[src/rtl/fetch_stage.sv]
// fetch_stage: instruction-fetch stage of the 5-stage pipeline.
//
// Owns the PC, issues one instruction-memory request at a time over a
// valid/ready port, and drives the IF/ID register read by decode and the
// hazard unit. A one-entry skid buffer holds a response that arrives while
// the hazard unit is freezing IF/ID. EX redirects discard anything in flight.
//
// Ports
//   clk, rst                 clock, asynchronous active-high reset
//   stall_hold               1 = hold PC and IF/ID (hazard unit freeze)
//   redirect_valid/_pc       taken branch/jump resolved in EX, and its target
//   imem_req_valid/_ready    fetch request handshake
//   imem_req_addr            fetch address (the PC register)
//   imem_rsp_valid/_data     returned instruction word
//   ifid_valid/_pc/_instr    IF/ID pipeline register
module fetch_stage #(
  parameter int unsigned     XLEN      = 32,
  parameter logic [XLEN-1:0] RESET_PC  = '0,
  parameter logic [31:0]     NOP_INSTR = 32'h0000_0013
) (
  input  logic            clk,
  input  logic            rst,
  input  logic            stall_hold,
  input  logic            redirect_valid,
  input  logic [XLEN-1:0] redirect_pc,
  output logic            imem_req_valid,
  input  logic            imem_req_ready,
  output logic [XLEN-1:0] imem_req_addr,
  input  logic            imem_rsp_valid,
  input  logic [31:0]     imem_rsp_data,
  output logic            ifid_valid,
  output logic [XLEN-1:0] ifid_pc,
  output logic [31:0]     ifid_instr
);

  localparam logic [1:0] ST_REQ  = 2'd0;
  localparam logic [1:0] ST_WAIT = 2'd1;
  localparam logic [1:0] ST_DROP = 2'd2;

  logic [1:0]      state_p0;
  logic [XLEN-1:0] pc_p0;
  logic [XLEN-1:0] inflight_pc_p0;

  logic            skid_vld_p1;
  logic [XLEN-1:0] skid_pc_p1;
  logic [31:0]     skid_instr_p1;

  logic            ifid_vld_p2;
  logic [XLEN-1:0] ifid_pc_p2;
  logic [31:0]     ifid_instr_p2;

  logic req_fire;
  logic rsp_deliver;

  // Sequential fetch address; wraps modulo 2^XLEN.
  function automatic logic [XLEN-1:0] pc_plus4(input logic [XLEN-1:0] pc);
    return pc + XLEN'(4);
  endfunction

  // ---- p0: request issue / PC ----
  // A request is withheld while a redirect is changing the PC and while the
  // skid buffer is occupied, so a skid entry can never meet a new delivery.
  assign imem_req_valid = !rst && (state_p0 == ST_REQ) && !redirect_valid && !skid_vld_p1;
  assign imem_req_addr  = pc_p0;
  assign req_fire       = imem_req_valid && imem_req_ready;
  // A response only counts in WAIT and only if no redirect kills it.
  assign rsp_deliver    = (state_p0 == ST_WAIT) && imem_rsp_valid && !redirect_valid;

  always_ff @(posedge clk or posedge rst) begin
    if (rst) begin
      state_p0 <= ST_REQ;
      pc_p0    <= RESET_PC;
    end else begin
      case (state_p0)
        ST_REQ: begin
          if (req_fire) state_p0 <= ST_WAIT;
        end
        ST_WAIT: begin
          // Redirect without a response leaves one stale response to absorb.
          if (imem_rsp_valid)      state_p0 <= ST_REQ;
          else if (redirect_valid) state_p0 <= ST_DROP;
        end
        ST_DROP: begin
          if (imem_rsp_valid) state_p0 <= ST_REQ;
        end
        default: state_p0 <= ST_REQ;
      endcase

      if (redirect_valid)  pc_p0 <= redirect_pc;
      else if (req_fire)   pc_p0 <= pc_plus4(pc_p0);
    end
  end

  always_ff @(posedge clk) begin
    if (req_fire) inflight_pc_p0 <= pc_p0;
  end

  // ---- p1: skid buffer ----
  always_ff @(posedge clk) begin
    if (!redirect_valid && stall_hold && rsp_deliver) begin
      skid_pc_p1    <= inflight_pc_p0;
      skid_instr_p1 <= imem_rsp_data;
    end
  end

  // ---- p2: IF/ID register ----
  always_ff @(posedge clk or posedge rst) begin
    if (rst) begin
      skid_vld_p1   <= 1'b0;
      ifid_vld_p2   <= 1'b0;
      ifid_pc_p2    <= '0;
      ifid_instr_p2 <= NOP_INSTR;
    end else if (redirect_valid) begin
      skid_vld_p1 <= 1'b0;
      ifid_vld_p2 <= 1'b0;
    end else if (stall_hold) begin
      if (rsp_deliver) skid_vld_p1 <= 1'b1;
    end else if (skid_vld_p1) begin
      ifid_vld_p2   <= 1'b1;
      ifid_pc_p2    <= skid_pc_p1;
      ifid_instr_p2 <= skid_instr_p1;
      skid_vld_p1   <= 1'b0;
    end else if (rsp_deliver) begin
      ifid_vld_p2   <= 1'b1;
      ifid_pc_p2    <= inflight_pc_p0;
      ifid_instr_p2 <= imem_rsp_data;
    end else begin
      // Bubble: PC and instruction are left as they were.
      ifid_vld_p2 <= 1'b0;
    end
  end

  assign ifid_valid = ifid_vld_p2;
  assign ifid_pc    = ifid_pc_p2;
  assign ifid_instr = ifid_instr_p2;

endmodule

[config.mk]
export PLATFORM = sky130hd
export DESIGN_NAME = fetch_stage
export DESIGN_NICKNAME = d
export VERILOG_FILES = /design/src/rtl/fetch_stage.sv
export SDC_FILE = /design/constraint.sdc
export NUM_CORES = 1
export LEC_CHECK = 0
export ABC_AREA = 1
export CAP_MARGIN = 10
export CORE_MARGIN = 2
export CORE_UTILIZATION = 35
export DETAILED_ROUTE_END_ITERATION = 16
export GPL_TIMING_DRIVEN = 0
export HOLD_SLACK_MARGIN = 0.03
export MAX_ROUTING_LAYER = met4
export PLACE_DENSITY = 0.69
export SETUP_SLACK_MARGIN = 0.5
export SYNTH_ARGS = -nofsm -noshare
export SYNTH_HDL_FRONTEND = slang
export SYNTH_SLANG_ARGS = --single-unit
[constraint.sdc]
create_clock -name clk -period 7.2 [get_ports clk]
set_clock_uncertainty 0.15 [all_clocks]
set_input_delay 1.44 -clock clk [delete_from_list [all_inputs] [get_ports clk]]
set_output_delay 1.44 -clock clk [all_outputs]
set_load 0.05 [all_outputs]
# ---- After elaboration in Yosys (flattened, before gate mapping)
# Index checks and enable logic that the tools add are counted.
dict set report classes {
  n_addsub 1
  mux 18
  bitwise_logic 2
  n_eq_ne 7
  n_reduce_logical 16
}
# op n
set op_table {}
lappend op_table {{$mux 32} 6}
lappend op_table {{$add 32x3->32 const B} 1}
lappend op_table {{$logic_and 1x1->1} 8}
lappend op_table {{$mux 2} 4}
lappend op_table {{$mux 1} 7}
lappend op_table {{$pmux 2 s3} 1}
lappend op_table {{$reduce_and 3->1} 2}
lappend op_table {{$ne 2x2->1 const B} 2}
lappend op_table {{$reduce_bool 2->1} 2}
lappend op_table {{$logic_not 1->1} 3}
lappend op_table {{$ne 3x1->1 const B} 1}
lappend op_table {{$ne 3x3->1 const B} 1}
lappend op_table {{$eq 2x1->1 const B} 1}
lappend op_table {{$eq 2x2->1 const B} 1}
lappend op_table {{$logic_not 2->1} 1}
lappend op_table {{$ne 2x1->1 const B} 1}
lappend op_table {{$not 1->1} 2}
dict set report word_totals {
  elab_cells 53
  inputBits 70
  out_inout_bits 98
  register_bits 196
}

# ---- Depth between registers and ports, before layout
# Gate-level depths: netlist of run 1.
dict set report logic_depth {
  ltp_word 7
  depth_mapped 9
  ltp_nobuf 9
}

# ---- Least setup slack after synthesis of run 1
# OpenSTA, ideal clock, no wires.
dict set report synth_timing {
  kind {input port to output port}
  start {input rst}
  end {output imem_req_valid}
  arrival_time_ns 4.164
  path_stages 3
  n_path_buf 0
  slack_ns 1.446
  cell_sequence {inv_1 -> nand3_1 -> inv_1}
}
dict set report synth_via {
  elab_chain_cells 4
}
# item line_no
set synth_lines {}
lappend synth_lines {{from (decl)} 22} ;# input logic rst,
lappend synth_lines {{$logic_not 1->1 (no source line)} n/a}
lappend synth_lines {{$logic_and 1x1->1 (3 in series)} 63} ;# assign imem_req_valid = !rst && (state_p0 == ST_REQ) && !redirect_valid && !skid_vld_p1;
lappend synth_lines {{to (decl)} 26} ;# output logic imem_req_valid,
# No other way between the ends.

# ---- Final worst setup path of run 1
# Ends and elaborated chain as after synthesis.

==> results of run 1 <==
-- layout make-up --
class	count	area [um2]	share of cell area (%)
clock buffer	17	425	3.83
sequential	196	5390	48.6
buffer	37	274	2.47
timing repair buffer	168	1710	15.4
inverter	49	186	1.68
tap	319	399	3.60
clock inverter	15	134	1.21
multi-input combinational	545	2580	23.2
-- Yosys cell counts (5+ instances only) --
cell type | count | share of area [%]
nor2_1 | 101 | 4.5
a31oi_1 | 44 | 3.3
dfrtp_1 | 97 | 29
o21bai_1 | 7 | 0.62
edfxtp_1 | 96 | 34
nor2_2 | 5 | 0.37
buf_4 | 9 | 0.80
inv_1 | 46 | 2.1
o21ai_0 | 16 | 0.95
nand2_1 | 274 | 12
buf_8 | 6 | 1.1
a31oi_2 | 20 | 3.0
nand3_1 | 54 | 3.2
clkbuf_1 | 14 | 0.62
-- routing by layer --
layer,wire (um),vias to the layer above,GRT usage (%)
li1,-,3137,-
met1,9530,3092,22.7
met2,10500,203,28.4
met3,1050,24,3.39
met4,370,0,4.63
met5,0,-,-
-- state kept, by name, summed over array words and instances, names as in the netlist --
signal / count
skid_instr_p1: 32
skid_vld_p1: 1
ifid_valid: 1
imem_req_addr: 32
state_p0: 2
ifid_pc: 32
skid_pc_p1: 32
inflight_pc_p0: 32
ifid_instr: 32
-- worst max-delay path: stages --
cell	delay, ns
clkdlybuf4s50_1	0.44
inv_4	0.47
buf_16	0.36
nand3_1	0.12
inv_1	0.08
clkdlybuf4s50_1	0.80
-- kinds of logic (layout without fill, tap and decap cells) --
logic type	after synthesis	after routing	synth area share (%)
and+or+nand+nor	447	447	21.6
DFF	196	196	64.0
AOI/OAI and AO/OA	93	93	8.32
buffers and inverters	86	286	5.44
xor gates and xnor gates	4	4	0.416
adders and majority gates	1	1	0.149
-- where the power goes --
part           internal (mW)  switching (mW)  leakage, nW
combinational          0.390           0.758         2.03
clock                  0.459           0.445        0.277
sequential              1.34           0.115         2.04
-- metrics by stage --
stage                     cell area (um2)  cells  setup TNS (ns)  util, %  total power, mW
final                               11100   1346               0     47.1             3.50
after detailed placement            10500   1314               0     44.7             2.64
after global routing                11100   1346               0     47.1             3.65
after global placement              10500   1312          -0.637     44.5             2.62
after floorplan                      8420    827               0        -             2.20
after CTS                           11100   1346               0     47.1             3.54
-- path summary, 6_finish.rpt --
path	end	slack [ns]	depth (start not counted)
max	imem_req_valid	1.88	6
min	skid_pc_p1[2]	0.30	0
max reg2reg	skid_pc_p1[7]	5.01	4
min reg2reg	skid_pc_p1[2]	0.30	0
max in group asynchronous	ifid_instr[4]	4.85	3
min in group asynchronous	imem_req_addr[29]	1.31	2
-- cell usage in the layout, fill, tap and decap left out, types with 9 or more instances in the layout --
cell and count:
clkdlybuf4s50_1 166, a31oi_2 20, nor2_1 100, o21ai_0 16, nand3_1 54, buf_4 9
clkbuf_16 17, a31oi_1 44, edfxtp_1 96, dfrtp_1 97, clkbuf_1 14, inv_1 45
nand2_1 274
==> results.md, run 1 <==
- Vias: 6456
- Layout cells sized above 1: 9.54%
- # IOs: 168
- HP Class: reg -> reg
- Max-slew headroom: 34.3%
- R2r startpoint: state_p0[1]
- Port Buffers: 166
- Final-report hold violation count: 0
- Synth Instances: 827
- Total power per unit cell area: 316 nW/um2
- Hold_ws: 0.297 ns
- Die area: 25300 um2
- Initial Util: 35.8%
- Ys flop type: dfrtp_1
- Ys Warns: 0
- Static Leak: 4.34 nW
- Worst endpoint data arrival time: 3.73 ns
- Post-CTS Setup Inserts: 0
- CTS Buf Count: 17
- Diode count: 0
- Ys async rst share: 51.0%
- Clock latency on the worst-skew pair: 0.42 ns
- 1st-iter DRT viols: 402
- Initial antenna violation count: 0
- Worst setup EP type: primary output
- Post-DP HPWL: 15600 um
- Worst hold path startpoint: inflight_pc_p0[2]
- Dpl ws: 1.79 ns
- Yosys cell types: 33
- Worst Setup SP: rst
- Maxcap violations: 0
- Core outline area: 23500 um2
- VDD IR max: 0.115 mV
- Detailed Route WL: 21500 um
- Post-Syn Area: 8420 um2
- Worst Path Max Fanout: 58
- Setup CP Type: in -> out
- Post-synth EDFFs: 96
- RD Place Congestion: 0.920
- WP data required: 5.61 ns
- Post-CTS Hold Fix Bufs: 0
- Setup crit start kind: input pin
- Vias in the first global route: 6405
- Final Critical Period: 5.32 ns
- Final setup viols: 0
- Largest net degree at the start of global routing: 59
- Drt first pass iters: 5
- Die Height: 159 um
- Clock Path Buffers: 2
- Post-CTS Resized: 0
- Fmax: 0.188 GHz
- Root Buffer: clkbuf_16
- H-tree depth: 4
- Clock Sinks: 196
- Grt ovf: 0
- Clock transition at path regs: 0.07 ns
- Final WS setup: 1.88 ns
- Routed len/inst: 16.0 um
- Worst slew pin tran: 0.983 ns
- Vias per cell: 4.80
- Seq/Total Area, Yosys: 64.0%
- Syn Area/Cell: 10.2 um2
- First-pass GRT wire length: 34100 um
- Syn nets: 898
- Filler cell count: 2204
- # nets final: 1085
- Area Growth Syn to Fin: 31.8%
- Tcrit/Tclk final: 73.9%
- Status: completed
- CTS tree: done
- Final ANT Viol Nets: 0
- DRC violations left: 0
- Slew Viols, Final: 0
- Die W: 159 um
- Row count: 56
- GRT Overall Usage: 17.5%
- Unrepaired setup endpoints after global routing: false
- #FFs+latches synth: 196
No activity file was read; power rests on OpenSTA's default activity.
==> run 2: changes to the inputs <==
clock period = 5.2 ns   (was 7.2 ns; I/O delays follow)
==> results.md, run 2 (synthesized netlist as in run 1, its figures left out) <==
- Unrepaired setup endpoints after global routing: false
- Post-DP HPWL: 15800 um (+1.0%)
- Final ANT Viol Nets: 0 (unchanged)
- Clock Sinks: 196 (unchanged)
- Most common cell after layout, fill and taps aside: nand2_1
- Static Leak: 4.35 nW (about the same)
- R2r startpoint: state_p0[1]
- Die Height: 159 um (unchanged)
- Routed len/inst: 15.9 um (-0.47%)
- Total power per unit cell area: 437 nW/um2 (+38%)
- Clock latency on the worst-skew pair: 0.42 ns (about the same)
- Clock Path Buffers: 2 (unchanged)
- Post-CTS Resized: 0 (unchanged)
- Most frequent cells in the layout: nand2_1 (274), clkdlybuf4s50_1 (166), nor2_1 (100)
- Die W: 159 um (unchanged)
- Vias per cell: 4.73 (-1.3%)
- Post-Route Utilization: 47.3% (+0.19 points)
- Status: completed
- Worst Hold End: skid_pc_p1[21]
- Largest net degree at the start of global routing: 42 (-29%)
- Diode count: 0 (unchanged)
- Maxcap violations: 0 (unchanged)
- GRT Overall Usage: 17.9% (+0.38 points)
- Hold Path Cell Cnt: 0 (unchanged)
- CTS Buf Count: 17 (unchanged)
- Dpl ws: 0.721 ns (-1.07 ns)
- Area Growth Syn to Fin: 32.3%
- VDD IR max: 0.214 mV (+86%)
- Crit-path cells: clkdlybuf4s50_1 -> clkinvlp_4 -> buf_12 -> nand3_1 -> inv_1 -> clkdlybuf4s50_1
- R2R Setup Slk: 3.04 ns (-1.97 ns)
- Worst slew pin tran: 0.931 ns (-0.0515 ns)
- Tcrit/Tclk final: 84.8%
- Most used cell, CP: clkdlybuf4s50_1
- DRC violations left: 0 (unchanged)
- Clock transition at path regs: 0.07 ns (about the same)
- Vias in the first global route: 6315 (-1.4%)
- Crit path max-delay family: buffers and inverters
- Post-CTS Hold Fix Bufs: 0 (unchanged)
- CTS tree: done
- Grt ovf: 0 (unchanged)
- CP max stage delay: 0.69 ns (-0.11 ns)
- Slew Viols, Final: 0 (unchanged)
- Worst Path Max Fanout: 27 (-53%)
- # nets final: 1087 (+0.18%)
- Final Critical Period: 4.41 ns
- First-pass GRT wire length: 34600 um (+1.4%)
- Fmax: 0.227 GHz
- Layout cells sized above 1: 9.62% (+0.079 points)
- Worst setup EP type: primary output
- Root Buffer: clkbuf_16
- Initial Util: 35.8% (unchanged)
- Port Buffers: 166 (unchanged)
- Worst endpoint data arrival time: 3.22 ns (-0.51 ns)
- # IOs: 168 (unchanged)
- Initial antenna violation count: 0 (unchanged)
- Total power: 4.87 mW (+39%)
- Worst hold path startpoint: inflight_pc_p0[21]
- WP buf/inv: 5 (unchanged)
- Final WS setup: 0.789 ns (-1.09 ns)
- H-tree depth: 4 (unchanged)
- Final setup viols: 0 (unchanged)
- Crit Reg-Reg Endpoint: skid_pc_p1[6]
- 1st-iter DRT viols: 391 (-2.7%)
- Vias: 6381 (-1.2%)
- R2R cell count: 4 (unchanged)
- RD Place Congestion: 0.863 (-6.3%)
- Max-slew headroom: 37.8% (+3.4 points)
- Row count: 56 (unchanged)
- HP Class: reg -> reg
- Setup CP Type: in -> out
- Drt first pass iters: 5 (unchanged)
- Core outline area: 23500 um2 (unchanged)
- Die area: 25300 um2 (unchanged)
- Cell at the slowest stage of the critical path: clkdlybuf4s50_1
- Filler cell count: 2220 (+0.73%)
- WP data required: 4.01 ns (-1.60 ns)
- Setup crit start kind: input pin
- Post-CTS Setup Inserts: 0 (unchanged)
- Detailed Route WL: 21400 um (-0.32%)
- Final-report hold violation count: 0 (unchanged)
## run 2: per-stage QoR
step | instances | hold WS (ns) | TNS, ns | area [um2]
floorplan | 827 | 0.277 | 0 | 8420
global placement | 1312 | 0.280 | -15.11 | 10500
detailed placement | 1316 | 0.284 | 0 | 10600
CTS | 1348 | 0.301 | 0 | 11100
global route | 1348 | 0.311 | 0 | 11100
finish | 1348 | 0.301 | 0 | 11100
## run 2: layout make-up
type,instances,area (um2),area share [%]
Inverter,49,188,1.68
Clock buffer,19,454,4.08
Clock inverter,13,116,1.04
Timing Repair Buffer,170,1740,15.6
Tap cell,319,399,3.58
Sequential cell,196,5390,48.4
Multi-Input combinational cell,545,2580,23.1
Buffer,37,274,2.46
## run 2: where the power goes
| group | internal, mW | switching (mW) | total (mW) |
|---|---|---|---|
| sequential | 1.85 | 0.163 | 2.02 |
| combinational | 0.542 | 1.05 | 1.59 |
| clock | 0.658 | 0.606 | 1.26 |
## run 2: worst max path at each step
| stage | startpoint | cells past startpoint | end |
|---|---|---|---|
| 2_1_floorplan | rst | 3 | imem_req_valid |
| 3_5_place_dp | rst | 6 | imem_req_valid |
| 4_1_cts | rst | 6 | imem_req_valid |
| 3_3_place_gp | rst | 5 | imem_req_valid |
| 6_report | rst | 6 | imem_req_valid |
| 5_1_grt | rst | 6 | imem_req_valid |
## run 2: routing by layer
metal	vias up	track usage (%)	part of all wire, %	routed length, um
met5	-	-	0	0
met2	190	28.4	48	10200
met3	27	3.05	4.2	899
li1	3139	-	-	-
met1	3025	23.6	46	9830
met4	0	5.54	2.1	448
## run 2: worst reg2reg max path, cell delays in order (launching register included)
cell,delay (ns)
dfrtp_1,0.39
inv_1,0.13
nand3_2,0.13
nor2_4,0.73
buf_12,0.30
